[config.mk]
export PLATFORM = sky130hd
export DESIGN_NAME = sdram_cmd_fifo
export DESIGN_NICKNAME = d
export VERILOG_FILES = /design/src/rtl/sdram_cmd_fifo.sv
export SDC_FILE = /design/constraint.sdc
export NUM_CORES = 1
export LEC_CHECK = 0
export CAP_MARGIN = 5
export CORE_UTILIZATION = 45
export DETAILED_ROUTE_END_ITERATION = 10
export PLACE_DENSITY = 0.65
export SLEW_MARGIN = 10
export SYNTH_ARGS = -nofsm -noshare
export SYNTH_HDL_FRONTEND = slang
export SYNTH_SLANG_ARGS = --single-unit
[constraint.sdc]
create_clock -name clk -period 5.7 [get_ports clk]
set_input_delay 1.14 -clock clk [delete_from_list [all_inputs] [get_ports clk]]
set_output_delay 1.14 -clock clk [all_outputs]
set_load 0.1 [all_outputs]
[src/rtl/sdram_cmd_fifo.sv]
// sdram_cmd_fifo
//   Host-side command queue feeding the SDRAM command pipeline stage.
//   Host requests (write flag, address, write data) are accepted on a
//   valid/ready handshake and presented in order at the head. The
//   controller FSM consumes the head with a one-cycle cmd_accept pulse.
//   After every pop, cmd_valid is held low for HOLDOFF cycles so the
//   downstream sampling stage always sees the new head before it is
//   marked valid.
//
// Ports
//   clk         : single clock, rising edge
//   rst         : synchronous active-high reset
//   host_valid  : host request present
//   host_ready  : queue can accept this cycle (registered count only)
//   host_write  : 1 = write, 0 = read
//   host_addr   : request address {row, col, bank} packed
//   host_wdata  : write data (stored for reads too)
//   cmd_valid   : head entry valid to controller
//   cmd_write   : head write flag
//   cmd_addr    : head address
//   cmd_wdata   : head write data
//   cmd_accept  : one-cycle pulse, head consumed
//   fill_level  : entries currently stored
//   accept_err  : sticky, cmd_accept seen while cmd_valid was low
module sdram_cmd_fifo #(
    parameter int ROW_BITS  = 13,
    parameter int COL_BITS  = 9,
    parameter int BANK_BITS = 2,
    parameter int DEPTH     = 4,
    parameter int HOLDOFF   = 2
) (
    input  logic                                  clk,
    input  logic                                  rst,
    input  logic                                  host_valid,
    output logic                                  host_ready,
    input  logic                                  host_write,
    input  logic [ROW_BITS+COL_BITS+BANK_BITS-1:0] host_addr,
    input  logic [15:0]                           host_wdata,
    output logic                                  cmd_valid,
    output logic                                  cmd_write,
    output logic [ROW_BITS+COL_BITS+BANK_BITS-1:0] cmd_addr,
    output logic [15:0]                           cmd_wdata,
    input  logic                                  cmd_accept,
    output logic [$clog2(DEPTH):0]                fill_level,
    output logic                                  accept_err
);

    localparam int ADDR_W  = ROW_BITS + COL_BITS + BANK_BITS;
    localparam int PTR_W   = $clog2(DEPTH);
    localparam int CNT_W   = PTR_W + 1;
    localparam int ENTRY_W = 1 + ADDR_W + 16;

    // Storage is cleared on reset, so it is built from plain flops rather
    // than a block RAM; the head is a mux of those flops.
    logic [ENTRY_W-1:0] mem_reg [DEPTH];
    logic [PTR_W-1:0]   rd_ptr_reg;
    logic [PTR_W-1:0]   wr_ptr_reg;
    logic [CNT_W-1:0]   count_reg;
    logic [CNT_W-1:0]   count_next;
    logic [2:0]         holdoff_reg;
    logic               accept_err_reg;

    logic               push;
    logic               pop;
    logic [ENTRY_W-1:0] head;

    // Ready depends on the registered count only: a pop in the same cycle
    // does not open a slot until the following cycle.
    assign host_ready = (count_reg != CNT_W'(DEPTH));
    assign cmd_valid  = (count_reg != '0) && (holdoff_reg == 3'd0);

    assign push = host_valid && host_ready;
    assign pop  = cmd_accept && cmd_valid;

    assign head       = mem_reg[rd_ptr_reg];
    assign cmd_write  = head[ENTRY_W-1];
    assign cmd_addr   = head[16 +: ADDR_W];
    assign cmd_wdata  = head[15:0];
    assign fill_level = count_reg;
    assign accept_err = accept_err_reg;

    // One write port per entry, selected by the write pointer.
    generate
        for (genvar gi = 0; gi < DEPTH; gi++) begin : g_entry
            always_ff @(posedge clk) begin
                if (rst) begin
                    mem_reg[gi] <= '0;
                end else if (push && (wr_ptr_reg == PTR_W'(gi))) begin
                    mem_reg[gi] <= {host_write, host_addr, host_wdata};
                end
            end
        end
    endgenerate

    always_comb begin
        count_next = count_reg;
        case ({push, pop})
            2'b10:   count_next = count_reg + CNT_W'(1);
            2'b01:   count_next = count_reg - CNT_W'(1);
            default: count_next = count_reg;
        endcase
    end

    always_ff @(posedge clk) begin
        if (rst) begin
            rd_ptr_reg     <= '0;
            wr_ptr_reg     <= '0;
            count_reg      <= '0;
            holdoff_reg    <= 3'd0;
            accept_err_reg <= 1'b0;
        end else begin
            count_reg <= count_next;

            // DEPTH is a power of two, so pointer wrap is natural overflow.
            if (push) begin
                wr_ptr_reg <= wr_ptr_reg + PTR_W'(1);
            end

            if (pop) begin
                rd_ptr_reg  <= rd_ptr_reg + PTR_W'(1);
                holdoff_reg <= 3'(HOLDOFF);
            end else if (holdoff_reg != 3'd0) begin
                holdoff_reg <= holdoff_reg - 3'd1;
            end

            // Any accept the queue cannot honour (empty or in holdoff)
            // is latched until reset.
            if (cmd_accept && !cmd_valid) begin
                accept_err_reg <= 1'b1;
            end
        end
    end

endmodule

* After elaboration in Yosys (flattened, before gate mapping)
Memory sizes are Yosys's and may differ from the RTL's. A register that Yosys moved wholly into a read port is not among the register bits.
Cells that the tools add are included.
** Operators by class
- Add/sub/neg operators :: 5
- Equal/unequal tests :: 6
- Multiplexer cells :: 23
- Bitwise logic cells :: 4
- Reductions and logical operators :: 16
** Operators by type and width (number)
- 41-bit 2-to-1 mux :: 4
- 1-bit 2-to-1 mux :: 14
- 1-bit logical AND :: 8
- 2-bit 2-to-1 mux :: 4
- 2-bit == test (second input constant) :: 3
- 3-bit case mux with 2 select lines :: 1
- 3-bit nonzero test :: 2
- 3-bit by 1-bit subtractor with 3-bit output (second input constant) :: 2
- 2-bit by 1-bit adder with 2-bit output (second input constant) :: 2
- 2-bit by 1-bit == test with 1-bit output (second input constant) :: 2
- 1-bit bitwise OR :: 4
- 2-bit nonzero test :: 2
- 3-bit by 1-bit adder with 3-bit output (second input constant) :: 1
- 3-bit logical NOT :: 1
- 3-bit != test (second input constant) :: 1
- 2-bit logical NOT :: 1
- 2-bit OR reduction :: 1
- 1-bit logical NOT :: 1
** Word-level totals
- Register bits :: 11
- Bits in writable memories :: 164
- Input port bits :: 45
- Output and inout port bits :: 47
- Memories kept :: 1
** Memory list
- mem_reg :: words 4, width 41, rd ports 1, clocked after Yosys merged registers in 1, wr ports 4, line 55 : logic [ENTRY_W-1:0] mem_reg [DEPTH];

* Longest topological paths before layout
Gate-level depths: netlist of run 1.
- Depth after elaboration :: 7
- Mapped depth :: 9
- Depth with buffers taken out :: 9

* Least setup slack after synthesis of run 1
Ideal clock, no wire load.
- Path type :: reg2out
- Start :: reg count_reg[0] (netlist: fill_level[0])
- End :: out cmd_valid
- Arrival time :: 4.107 ns
- Setup slack :: 0.453 ns
- Cell stages (with the launch flop) :: 3
- Cell sequence :: dfxtp_1 > nor3_1 > nor4_1
** Between the ends
- Longest elaborated chain between the ends :: 2
** Ends and longest elaborated chain
- start: declaration :: line 58 : logic [CNT_W-1:0] count_reg;
- start signal: assignment :: line 112 : count_reg <= count_next;
- 3-bit nonzero test :: line 70 : assign cmd_valid = (count_reg != '0) && (holdoff_reg == 3'd0);
- 1-bit logical AND :: line 70
- end: declaration :: line 39 : output logic cmd_valid,
No other way between the ends.

==> results of run 1 <==
==> layout by cell type (no fill, tap or decap) <==
cell             instances
o21ai_0                  4
clkbuf_16               17
nor2b_1                  1
dfxtp_1                 11
or3_1                    3
clkbuf_8                 1
clkinv_2                 4
fa_1                     1
a31oi_1                  1
nor4b_4                  4
nor2_1                   7
ha_1                     5
bufinv_16                5
nand2_1                  3
a21o_2                   4
edfxtp_1               164
a21oi_1                  7
mux4_2                  41
clkdlybuf4s50_1         91
nor3b_1                  1
inv_1                   10
clkbuf_1                 3
xor2_1                   2
nand3_1                  3
clkinvlp_4               1
nor4b_1                  1
nor3b_4                  1
dfxtp_2                  1
mux2_2                   1
nor4_1                   1
dfxtp_4                  1
and2_1                 164
buf_4                    9
o41ai_1                  1
inv_6                    1
or4b_1                   1
nor3_1                   2
==> power breakdown <==
part / internal [uW] / switching, uW / total [uW]
sequential: 1570 / 125 / 1700
clock: 788 / 470 / 1260
combinational: 478 / 1190 / 1670
total: 2840 / 1790 / 4630
==> metrics by stage <==
stage          power (uW)  util (%)  hold WS (ns)
2_1_floorplan        3010         -         0.484
3_3_place_gp         3400      53.4         0.447
3_5_place_dp         3410      53.4         0.447
4_1_cts              4660      57.2         0.468
5_1_grt              4790      57.2         0.490
6_report             4630      57.2         0.465
==> final cells by class <==
cell class	instances	share of cell area, %
tap	220	2.89
inverter	10	0.394
sequential	177	54.5
multi-input combinational	259	25.2
clock buffer	21	4.73
timing repair buffer	100	10.3
clock inverter	11	1.96
==> cells by family (layout without fill, tap and decap cells) <==
logic type	after synthesis	count (layout)	share of synthesized area (%)
DFF	177	177	67.4
xor gates and xnor gates	2	2	0.228
adders and majority gates	6	6	1.07
and+or+nand+nor	192	192	15.9
buffers and inverters	38	142	1.92
AOI/OAI and AO/OA	17	17	1.30
muxes	42	42	12.2
==> worst min-delay path, cell delays in order (launching register included) <==
cell,delay [ns]
dfxtp_1,0.32
inv_1,0.05
a21oi_1,0.05
==> worst paths after layout <==
| kind | start | to | slack (ns) |
|---|---|---|---|
| worst max-delay path | flop | cmd_addr[0] | 1.54 |
| worst max register to register | fill_level[2] | fill_level[2] | 3.10 |
| worst min register to register | accept_err | accept_err | 0.47 |
| worst min-delay path | accept_err | accept_err | 0.47 |
==> routing by layer <==
metal	vias up	GRT usage (%)	routed length, um
met5	-	0	0
met4	0	5.62	229
met3	19	5.10	705
met2	89	33.0	8100
met1	2118	23.7	6650
li1	1926	-	-
==> impl_metrics.yaml, run 1 <==
critical_path:
  cp_data_required_time_ns: 4.56
  path_max_fanout: 41
  cp_num_buf_inv: 1
  slowest_stage: "clkdlybuf4s50_1"
  rr_worst_depth: 9
  slowest_delay_ns: 0.99
  critPathLaunchType: "flop"
  crit_type: "flop to primary output"
  cp.depth: 2
  cp-end-kind: "primary output"
  cp_data_arrival_time_ns: 3.02
  crit_chain: "mux4_2 > clkdlybuf4s50_1"
  cp_top_family: "buffers and inverters"
floorplan:
  row_count: 47
  start_util_pct: 46.2
  fp.dieW_um: 133
  die_h_um: 133
  die_area_mm2: 0.0176
  core_mm2: 0.0166
  ios: 92
placed_design:
  dp.final_hpwl_um: 8940
  dp_cells: 766
  placed_cell_area_mm2: 0.00888
  portBuffers: 91
  dp_slack_ns: 1.93
  place.gp.congestion: 0.702
route:
  vias_per_cell: 5.20
  firstDrtPassIters: 4
  drt_iter0_markers: 226
  dr_total_vias: 4152
  drc: 0
  postRouteAntennaNets: 0
  wire_per_inst_um: 19.7
  wl_um: 15700
yosys:
  synth_commonest_cells: "164 x and2_1, 164 x edfxtp_1, 41 x mux4_2, 18 x clkbuf_1, 13 x dfxtp_1"
  yosysTopAreaCell: "edfxtp_1"
  ys_types: 29
  yosysSeqAreaShare_pct: 67.4
  ys_ff_latch: 177
  synth_flop_cell: "edfxtp_1"
  syn_avg_cell_area_um2: 16.2
  yosys_warnings: 0
  ys_top_cells_by_area: "edfxtp_1 64%, and2_1 13%, mux4_2 12%"
  synthArstFlopShare_pct: 0
  synth_top_area_share_pct: 64.0
  synthesis.nets: 525
  syn_inst: 474
  syn-cell-area_mm2: 0.00769
  synth-edff-count: 164
power_and_ir_drop:
  ir_drop_v: 0.000395
  power_density_mw_per_mm2: 486
  p_leak_uw: 0.00343
sta:
  setup_viol: 0
  fin_tns_setup_ns: 0
  rsz0062_at_grt: "false"
  slew_viol_final: 0
  relSlewSlack_pct: 31.2
  fmax_mhz: 240
  fin_crit_sh_pct: 73.0
  fin_skew_ns: 0.0104
  min_period_ns: 4.16
  max_slew.worst_pin.slew_ns: 1.03
  hold_violations: 0
  layout_setup_ws_ns: 1.54
cells_and_area:
  final_cells: 798
  multi_input_area_mm2: 0.00240
  largest_reg_flops: 164
  regArea_mm2: 0.00519
  nets: 616
  fill_cells: 1279
  final_area_mm2: 0.00952
  area_growth_pct: 23.7
  diodes: 0
  drive_above_1_share_pct: 15.7
clock_network:
  cts_buffer_depth: 2
  numCtsBuffers: 17
  htree_num_levels: 4
  cts_resized: 0
  cts.sinks: 177
  post-cts-setup-buffer-count: 0
  clkTransAtPathRegs_ns: 0.06
  cts-root-buf: "clkbuf_16"
  clk_latency_ns: 0.43
  postCtsHoldBufs: 0
  cts_tree: "done"
global_route:
  grt_pass1_vias: 4462
  grt_overflow: 0
  grt_pass1_wl_um: 24500
  track_usage_pct: 19.1
  grt_max_degree: 42
  antenna_found_initial: 0
outcome:
  status: "complete, no violations"
flow_run:
  cap_viol_max_count: 0
worst_hold_path:
  hold_path_class: "flop to flop"
  min_path_cells: 2
(Power assumes the default switching activity.)
==> run 2: changes to the inputs <==
==> constraint.sdc (replaced) <==
create_clock -name clk -period 4.1 [get_ports clk]
set_input_delay 0.82 -clock clk [delete_from_list [all_inputs] [get_ports clk]]
set_output_delay 0.82 -clock clk [all_outputs]
set_load 0.1 [all_outputs]
==> run 2 against run 1 <==
Register-to-register slack lost 1.6 ns. Wire length fell by 2.7%. Sequential power rose by 39%. Hold slack got worse by 0.0056 ns. Sequential share of layout area grew 0.68 points. Die area did not move. Clock skew down 0.0036 ns. Combinational power increased by 37%. Clock power up 21%. First-iteration DRC count is 38% higher. Setup slack worse by 0.81 ns. Non-clock buffer count grew 4.
==> impl_metrics.yaml, run 2 (synthesis gave the netlist of run 1 again) <==
global_route:
  track_usage_pct: 18.8
  grt_max_degree: 42
  antenna_found_initial: 0
  grt_overflow: 0
  grt_pass1_vias: 4352
  grt_pass1_wl_um: 24200
placed_design:
  dp.final_hpwl_um: 9290
  dp_slack_ns: 0.896
  place.gp.congestion: 0.722
  dp_cells: 770
  portBuffers: 91
clock_network:
  post-cts-setup-buffer-count: 0
  cts_buffer_depth: 2
  numCtsBuffers: 17
  cts.sinks: 177
  clk_latency_ns: 0.43
  cts-root-buf: "clkbuf_16"
  cts_tree: "done"
  htree_num_levels: 4
  clkTransAtPathRegs_ns: 0.07
  postCtsHoldBufs: 0
  cts_resized: 0
sta:
  fin_skew_ns: 0.00682
  setup_viol: 0
  fin_crit_sh_pct: 82.3
  max_slew.worst_pin.slew_ns: 0.980
  fmax_mhz: 296
  relSlewSlack_pct: 34.4
  fin_tns_setup_ns: 0
  layout_setup_ws_ns: 0.726
  min_period_ns: 3.37
  slew_viol_final: 0
  rsz0062_at_grt: "false"
  hold_violations: 0
cells_and_area:
  regArea_mm2: 0.00519
  area_growth_pct: 22.2
  final_cells: 802
  fill_cells: 1325
  diodes: 0
  drive_above_1_share_pct: 24.1
  mostFrequentLayoutCells: "164 x and2_1, 164 x edfxtp_1, 52 x buf_4"
  largest_reg_flops: 164
  nets: 620
  multi_input_area_mm2: 0.00241
power_and_ir_drop:
  ir_drop_v: 0.000717
  p_leak_uw: 0.00349
  power_density_mw_per_mm2: 656
critical_path:
  critPathLaunchType: "flop"
  crit_type: "flop to primary output"
  cp_data_required_time_ns: 3.28
  path_max_fanout: 8
  cp_num_buf_inv: 2
  cp-end-kind: "primary output"
  slowest_stage: "clkdlybuf4s50_1"
  crit_chain: "nor3b_4 > inv_1 > clkdlybuf4s50_1"
  cp_top_family: "buffers and inverters"
  cp_data_arrival_time_ns: 2.55
  slowest_delay_ns: 1.00
worst_hold_path:
  hold_path_class: "flop to flop"
outcome:
  status: "complete, no violations"
flow_run:
  cap_viol_max_count: 0
floorplan:
  start_util_pct: 46.2
  die_area_mm2: 0.0176
  ios: 92
  fp.dieW_um: 133
  die_h_um: 133
  core_mm2: 0.0166
  row_count: 47
route:
  firstDrtPassIters: 4
  vias_per_cell: 5.15
  drc: 0
  wire_per_inst_um: 19.0
  dr_total_vias: 4132
  postRouteAntennaNets: 0
  wl_um: 15300
  drt_iter0_markers: 311
## run 2: where the power goes
part / leakage [uW] / internal (uW) / switching [uW]
Combinational: 0.00138 / 623 / 1660
Clock: 0.000280 / 812 / 713
Sequential: 0.00183 / 2180 / 176
Total: 0.00349 / 3620 / 2550
## run 2: cell type report
class,instances,area share [%]
Clock inverter,14,1.29
Clock buffer,18,4.67
Sequential cell,177,55.2
Inverter,10,0.399
Timing Repair Buffer,104,9.90
Multi-Input combinational cell,259,25.6
Tap cell,220,2.93
## run 2: metal layers
metal / global-route usage, % / share of wire [%]
met3: 4.37 / 4.7
met2: 31.8 / 51
met5: 0 / 0
met1: 24.0 / 43
met4: 6.32 / 1.3
## run 2: worst paths after layout
check	start	slack, ns	end	cells past startpoint
setup / recovery	fill_level[2]	0.73	host_ready	3
hold / removal	accept_err	0.46	accept_err	2
setup reg to reg	fill_level[2]	1.53	fill_level[2]	9
hold reg to reg	accept_err	0.46	accept_err	2
## run 2: stage by stage
stage	power, uW	hold slack, ns	utilization (%)	instance area [um^2]
3_3_place_gp	4690	0.436	53.1	8840
3_5_place_dp	4710	0.455	53.1	8840
4_1_cts	6230	0.467	56.5	9400
5_1_grt	6390	0.493	56.5	9400
2_1_floorplan	4190	0.484	-	7700
6_report	6170	0.460	56.5	9400
## run 2: worst reg2reg max path: stages (launching register included)
cell,delay (ns)
dfxtp_1,0.41
nor3b_4,0.55
nor2_1,0.19
inv_1,0.10
ha_1,0.18
inv_1,0.06
fa_1,0.38
xor2_1,0.16
or3_1,0.32
a21oi_1,0.16
